$ cat src/rtl/hazard_ctrl_if.sv
// Control bundle between the ID/EX hazard controller and the pipeline datapath.
interface hazard_ctrl_if #(
  parameter int unsigned CNT_W = 16
);
  logic [4:0]       IfIdRs1;
  logic [4:0]       IfIdRs2;
  logic             UsesRs1;
  logic             UsesRs2;
  logic             IdExMemRead;
  logic [4:0]       IdExRd;
  logic             BranchTaken;
  logic             MemBusy;
  logic             PCWrite;
  logic             IfIdWrite;
  logic             IdExBubble;
  logic             IfIdFlush;
  logic             IdExFlush;
  logic             ExMemFlush;
  logic             PipeHold;
  logic [1:0]       State;
  logic [CNT_W-1:0] StallCount;
  logic [CNT_W-1:0] FlushCount;
  logic [CNT_W-1:0] FreezeCount;
  logic             Timeout;

  modport slave (
    input  IfIdRs1, IfIdRs2, UsesRs1, UsesRs2, IdExMemRead, IdExRd, BranchTaken, MemBusy,
    output PCWrite, IfIdWrite, IdExBubble, IfIdFlush, IdExFlush, ExMemFlush, PipeHold,
           State, StallCount, FlushCount, FreezeCount, Timeout
  );

  modport master (
    output IfIdRs1, IfIdRs2, UsesRs1, UsesRs2, IdExMemRead, IdExRd, BranchTaken, MemBusy,
    input  PCWrite, IfIdWrite, IdExBubble, IfIdFlush, IdExFlush, ExMemFlush, PipeHold,
           State, StallCount, FlushCount, FreezeCount, Timeout
  );
endinterface

$ cat src/rtl/hazard_ctrl.sv
// Load-use stall, branch flush and memory-freeze sequencing for the ID/EX stage,
// with saturating event counters and a sticky freeze-timeout flag.
module hazard_ctrl #(
  parameter int unsigned CNT_W      = 16,
  parameter int unsigned FREEZE_MAX = 16
) (
  input  logic          clk,
  input  logic          reset,
  hazard_ctrl_if.slave  bus
);

  localparam int unsigned FRZ_W = $clog2(FREEZE_MAX + 1);

  typedef enum logic [1:0] {
    RUN    = 2'd0,
    STALL  = 2'd1,
    FLUSH  = 2'd2,
    FREEZE = 2'd3
  } action_t;

  action_t          state;
  action_t          action;
  logic             hazard;
  logic             pc_write;
  logic             ifid_write;
  logic             bubble;
  logic             flush;
  logic             hold;
  logic [CNT_W-1:0] stall_cnt;
  logic [CNT_W-1:0] flush_cnt;
  logic [CNT_W-1:0] freeze_cnt;
  logic [FRZ_W-1:0] frz_run;
  logic             timeout;

  assign hazard = bus.IdExMemRead && (bus.IdExRd != 5'd0) &&
                  ((bus.UsesRs1 && (bus.IfIdRs1 == bus.IdExRd)) ||
                   (bus.UsesRs2 && (bus.IfIdRs2 == bus.IdExRd)));

  // Per-cycle action and the combinational pipeline controls, by fixed priority
  always_comb begin
    action     = RUN;
    pc_write   = 1'b1;
    ifid_write = 1'b1;
    bubble     = 1'b0;
    flush      = 1'b0;
    hold       = 1'b0;
    if (!reset) begin
      pc_write   = 1'b0;
      ifid_write = 1'b0;
      bubble     = 1'b1;
    end else if (bus.MemBusy) begin
      action     = FREEZE;
      pc_write   = 1'b0;
      ifid_write = 1'b0;
      hold       = 1'b1;
    end else if (bus.BranchTaken) begin
      action     = FLUSH;
      flush      = 1'b1;
    end else if (hazard) begin
      action     = STALL;
      pc_write   = 1'b0;
      ifid_write = 1'b0;
      bubble     = 1'b1;
    end
  end

  always_ff @(posedge clk) begin
    if (!reset) state <= RUN;
    else        state <= action;
  end

  // Saturating event counters plus the consecutive-freeze watchdog
  always_ff @(posedge clk) begin
    if (!reset) begin
      stall_cnt  <= '0;
      flush_cnt  <= '0;
      freeze_cnt <= '0;
      frz_run    <= '0;
      timeout    <= 1'b0;
    end else begin
      if ((action == STALL) && (stall_cnt != '1))   stall_cnt  <= stall_cnt + CNT_W'(1);
      if ((action == FLUSH) && (flush_cnt != '1))   flush_cnt  <= flush_cnt + CNT_W'(1);
      if ((action == FREEZE) && (freeze_cnt != '1)) freeze_cnt <= freeze_cnt + CNT_W'(1);
      if (action == FREEZE) begin
        if (frz_run != FRZ_W'(FREEZE_MAX)) frz_run <= frz_run + FRZ_W'(1);
        if (frz_run >= FRZ_W'(FREEZE_MAX - 1)) timeout <= 1'b1;
      end else begin
        frz_run <= '0;
      end
    end
  end

  assign bus.PCWrite     = pc_write;
  assign bus.IfIdWrite   = ifid_write;
  assign bus.IdExBubble  = bubble;
  assign bus.IfIdFlush   = flush;
  assign bus.IdExFlush   = flush;
  assign bus.ExMemFlush  = flush;
  assign bus.PipeHold    = hold;
  assign bus.State       = state;
  assign bus.StallCount  = stall_cnt;
  assign bus.FlushCount  = flush_cnt;
  assign bus.FreezeCount = freeze_cnt;
  assign bus.Timeout     = timeout;

endmodule

$ cat src/flat_wrapper.sv
// flat-port wrapper written by rule: the top's interface ports become plain ports
module hazard_ctrl_flat 
#(
  parameter int unsigned CNT_W      = 16,
  parameter int unsigned FREEZE_MAX = 16
)
  (clk, reset, bus_IfIdRs1, bus_IfIdRs2, bus_UsesRs1, bus_UsesRs2, bus_IdExMemRead, bus_IdExRd, bus_BranchTaken, bus_MemBusy, bus_PCWrite, bus_IfIdWrite, bus_IdExBubble, bus_IfIdFlush, bus_IdExFlush, bus_ExMemFlush, bus_PipeHold, bus_State, bus_StallCount, bus_FlushCount, bus_FreezeCount, bus_Timeout);
  hazard_ctrl_if #(.CNT_W(CNT_W)) bus_i ();
  input  logic clk;
  input  logic reset;
  input wire logic [$bits(bus_i.IfIdRs1)-1:0] bus_IfIdRs1;
  input wire logic [$bits(bus_i.IfIdRs2)-1:0] bus_IfIdRs2;
  input wire logic [$bits(bus_i.UsesRs1)-1:0] bus_UsesRs1;
  input wire logic [$bits(bus_i.UsesRs2)-1:0] bus_UsesRs2;
  input wire logic [$bits(bus_i.IdExMemRead)-1:0] bus_IdExMemRead;
  input wire logic [$bits(bus_i.IdExRd)-1:0] bus_IdExRd;
  input wire logic [$bits(bus_i.BranchTaken)-1:0] bus_BranchTaken;
  input wire logic [$bits(bus_i.MemBusy)-1:0] bus_MemBusy;
  output wire logic [$bits(bus_i.PCWrite)-1:0] bus_PCWrite;
  output wire logic [$bits(bus_i.IfIdWrite)-1:0] bus_IfIdWrite;
  output wire logic [$bits(bus_i.IdExBubble)-1:0] bus_IdExBubble;
  output wire logic [$bits(bus_i.IfIdFlush)-1:0] bus_IfIdFlush;
  output wire logic [$bits(bus_i.IdExFlush)-1:0] bus_IdExFlush;
  output wire logic [$bits(bus_i.ExMemFlush)-1:0] bus_ExMemFlush;
  output wire logic [$bits(bus_i.PipeHold)-1:0] bus_PipeHold;
  output wire logic [$bits(bus_i.State)-1:0] bus_State;
  output wire logic [$bits(bus_i.StallCount)-1:0] bus_StallCount;
  output wire logic [$bits(bus_i.FlushCount)-1:0] bus_FlushCount;
  output wire logic [$bits(bus_i.FreezeCount)-1:0] bus_FreezeCount;
  output wire logic [$bits(bus_i.Timeout)-1:0] bus_Timeout;
  assign bus_i.IfIdRs1 = bus_IfIdRs1;
  assign bus_i.IfIdRs2 = bus_IfIdRs2;
  assign bus_i.UsesRs1 = bus_UsesRs1;
  assign bus_i.UsesRs2 = bus_UsesRs2;
  assign bus_i.IdExMemRead = bus_IdExMemRead;
  assign bus_i.IdExRd = bus_IdExRd;
  assign bus_i.BranchTaken = bus_BranchTaken;
  assign bus_i.MemBusy = bus_MemBusy;
  assign bus_PCWrite = bus_i.PCWrite;
  assign bus_IfIdWrite = bus_i.IfIdWrite;
  assign bus_IdExBubble = bus_i.IdExBubble;
  assign bus_IfIdFlush = bus_i.IfIdFlush;
  assign bus_IdExFlush = bus_i.IdExFlush;
  assign bus_ExMemFlush = bus_i.ExMemFlush;
  assign bus_PipeHold = bus_i.PipeHold;
  assign bus_State = bus_i.State;
  assign bus_StallCount = bus_i.StallCount;
  assign bus_FlushCount = bus_i.FlushCount;
  assign bus_FreezeCount = bus_i.FreezeCount;
  assign bus_Timeout = bus_i.Timeout;
  hazard_ctrl #(.CNT_W(CNT_W), .FREEZE_MAX(FREEZE_MAX)) u_core (.clk(clk), .reset(reset), .bus(bus_i));
endmodule
$ cat config.mk
export PLATFORM = sky130hd
export DESIGN_NAME = hazard_ctrl_flat
export DESIGN_NICKNAME = d
export VERILOG_FILES = /design/src/rtl/hazard_ctrl_if.sv /design/src/rtl/hazard_ctrl.sv /design/src/flat_wrapper.sv
export SDC_FILE = /design/constraint.sdc
export NUM_CORES = 1
export LEC_CHECK = 0
export ABC_CLOCK_PERIOD_IN_PS = 2300
export BUFFER_PORTS_ARGS = -buffer_cell sky130_fd_sc_hd__buf_2
export CORE_AREA = 2 2 84 86
export DETAILED_ROUTE_END_ITERATION = 10
export DIE_AREA = 0 0 86 88
export GPL_ROUTABILITY_DRIVEN = 0
export PLACE_DENSITY_LB_ADDON = 0.3
export SLEW_MARGIN = 20
export SYNTH_ARGS = -nofsm -noshare
export SYNTH_HDL_FRONTEND = slang
export SYNTH_SLANG_ARGS = --single-unit
export TNS_END_PERCENT = 20
$ cat constraint.sdc
create_clock -name clk -period 2.3 [get_ports clk]
set_clock_uncertainty 0.1 [all_clocks]
set_input_delay 0.345 -clock clk [delete_from_list [all_inputs] [get_ports clk]]
set_output_delay 0.345 -clock clk [all_outputs]
set_load 0.01 [all_outputs]
==> metrics.md <==
| Metric | Value |
|---|---|
| Status | `finished clean` |
| Core area | `6640 um^2` |
| PD cells | `470 nW/um^2` |
| Cts hold-fix bufs | `0` |
| CTS tree | `built` |
| CTS buffer count | `5` |
| Max_slew headroom | `63.2%` |
| Worst setup SP type | `input port` |
| Grt ovf | `0` |
| Routing usage on met3 | `3.58%` |
| RSZ-0062 raised after global routing | `false` |
| IO buf count | `79` |
| Asr flop ratio synth | `0%` |
| Setup TNS | `0 ns` |
| Cell count after synthesis | `350` |
| Fillers | `627` |
| Ant diodes | `0` |
| Nets | `458` |
| H-tree depth | `2` |
| Pre-Repair DR Iteration Count | `4` |
| Via count | `2827` |
| Syn Area/Cell | `8.42 um^2` |
| Crit path max fanout | `4` |
| Distinct cell type count after synthesis | `48` |
| Pin count of the biggest net entering global routing | `34` |
| Mapped Area | `2950 um^2` |
| Synth warnings | `0` |
| Data arrival, critical path | `1.69 ns` |
| Delay-heaviest family, CP | `simple AND/OR/NAND/NOR gates` |
| Synth top area share | `38.0%` |
| Vias in the first global route | `2424` |
| Drt total wl | `6.90 mm` |
| Later-pin clock latency in the skew report | `0.31 ns` |
| Number of flops mapped to enable cells by yosys | `0` |
| Sequential cell area | `1120 um^2` |
| Slew of the pin with the lowest slew margin | `0.547 ns` |
| Detail Placement HPWL | `5.00 mm` |
| Ys flop type | `dfxtp_1` |
| Tcrit/Tclk final | `92.8%` |
| Cell with the most instances after synthesis | `dfxtp_1` |
| Final Max Slew Viols | `0` |
| Dominant cells by area after synthesis | `dfxtp_1, xnor2_1, nor2_1` |
| Synthesized flop and latch total | `56` |
| Setup Buffers After CTS | `0` |
| MaxCap Viol Count | `0` |
| Leak Pwr | `1.47 nW` |
| Area growth, synth to finish | `20.0%` |
| Iteration-0 DRC count of the detailed router | `79` |
| Tot Pwr | `1.66 mW` |
| Worst setup path class | `input port to primary output` |
| Cells after DPL | `503` |
| Initial antenna violation count | `0` |
| Yosys top cell by area | `dfxtp_1` |
| Die extent in y | `88 um` |
| Hold WC Path Type | `input port to flip-flop` |
| DR DRC count | `0` |
| Total I/O pin count | `80` |
| Fmax | `469 MHz` |
| Post-CTS Resized | `0` |
| Met1 Usage GRT | `23.0%` |
| FP Rows | `30` |
| Crit path largest cell delay | `0.55 ns` |
| Share of layout cells above drive strength 1 | `23.4%` |
| Min Hold Slack | `0.233 ns` |
| Drt wl/cell | `13.5 um` |
| Final setup viols | `0` |
| Initial Util | `44.4%` |
| Post-DRT Antenna Nets | `0` |
| Die area | `7570 um^2` |
| Total GRT Usage | `17.7%` |
| Layer with the highest usage | `met2` |
| Die X | `86 um` |
| Worst EP required | `1.86 ns` |
| Non-Filler Instances | `511` |
| CP max-delay cell | `or4_1` |
| Final Critical Period | `2.13 ns` |
| Root Driver | `clkbuf_8` |
| Clk slew on worst S/H paths | `0.10 ns` |
| Register area share after synthesis | `38.0%` |
| Routed vias/inst | `5.53` |
| First-pass GRT wire length | `10.9 mm` |
| Met2 usage | `30.0%` |
| Post-synth net total | `378` |
| Max rail drop VDD | `290 uV` |
| CTS sink cnt | `56` |
| Most frequent cells after synthesis | `dfxtp_1, nor2_1, nand2_1` |
| Worst path buffer plus inverter count | `2` |
| CTS Buffer Depth | `2` |
| Hold Vio Cnt, Final | `0` |
| Cells along the critical path | `buf_2, or4_1, o21ai_2, nor2_1, nor2_1, buf_2` |
| Multi-input logic area | `1690 um^2` |
| Worst setup EP type | `primary output` |
| Fin util | `53.2%` |
-- layout by cell type, fill, tap and decap left out, drive strengths merged, types with 6 or more instances in the layout --
| cell type | count |
|---|---|
| xor2 | 13 |
| mux2i | 8 |
| clkbuf | 6 |
| inv | 11 |
| nand4 | 17 |
| o21ai | 7 |
| and2 | 6 |
| o31ai | 9 |
| nand2 | 30 |
| xnor2 | 19 |
| nand2b | 6 |
| buf | 92 |
| and4 | 6 |
| nand3 | 13 |
| nor2 | 35 |
| or4 | 11 |
| ha | 6 |
| and3 | 8 |
| nor4 | 7 |
| a21oi | 20 |
| nor3 | 9 |
| dfxtp | 56 |
-- power breakdown --
group	internal [mW]	total, mW	switching [mW]
registers	0.977	0.986	0.00855
logic	0.0526	0.129	0.0764
clock network	0.218	0.548	0.331
total	1.25	1.66	0.415
-- state kept, by name, indices dropped and copies added, names as in the netlist --
register / flops
u_core.bus.FlushCount: 16
u_core.bus.FreezeCount: 16
u_core.bus.StallCount: 16
u_core.frz_run: 5
u_core.bus.State: 2
u_core.bus.Timeout: 1
-- path summary, 6_finish.rpt --
check                                        start                               endpoint  slack (ns)  depth (start not counted)
max                                  bus_IdExRd[0]                          bus_IfIdWrite        0.17                          6
min                                bus_BranchTaken         u_core.bus.State[1]$_SDFF_PN0_        0.23                          3
max reg2reg  u_core.bus.StallCount[2]$_SDFFE_PN0P_  u_core.bus.StallCount[5]$_SDFFE_PN0P_        0.27                          6
min reg2reg        u_core.bus.Timeout$_SDFFE_PN0P_        u_core.bus.Timeout$_SDFFE_PN0P_        0.38                          2
-- through the flow --
stage | setup slack, ns | cell area (um^2)
final | 0.166 | 3540
after floorplan | 0.195 | 2950
after global routing | 0.0635 | 3540
after detailed placement | 0.0878 | 3450
after CTS | 0.166 | 3540
after global placement | 0.143 | 3450
-- worst reg2reg max path: cells and delay by family (launching register included) --
family	cells	cell delay [ns]
compound gates	1	0.06
simple gates	4	1.11
flops	1	0.44
buf+inv	1	0.20
-- cells by family after synthesis --
| logic type | synth area share (%) |
|---|---|
| AO/OA/AOI/OAI | 13.3 |
| XOR/XNOR | 9.51 |
| adder cells (fa/ha/maj) | 2.55 |
| buffers and inverters | 4.54 |
| flip-flops | 38.0 |
| multiplexers | 2.72 |
| AND/OR/NAND/NOR | 29.3 |
-- metal layers --
metal / routed length, um / part of all wire [%]
met4: 73 / 1.1
met2: 3110 / 45
met5: 0 / 0
met1: 3270 / 47
met3: 451 / 6.5
-- area by class of cell --
type | instances | share of cell area (%)
clock buffer | 6 | 2.05
clock inverter | 2 | 0.460
inverter | 11 | 1.17
multi-input combinational | 264 | 47.8
sequential | 56 | 31.7
tap | 80 | 2.83
timing repair buffer | 92 | 13.9
Note: power is estimated with default switching activity, not from simulation.
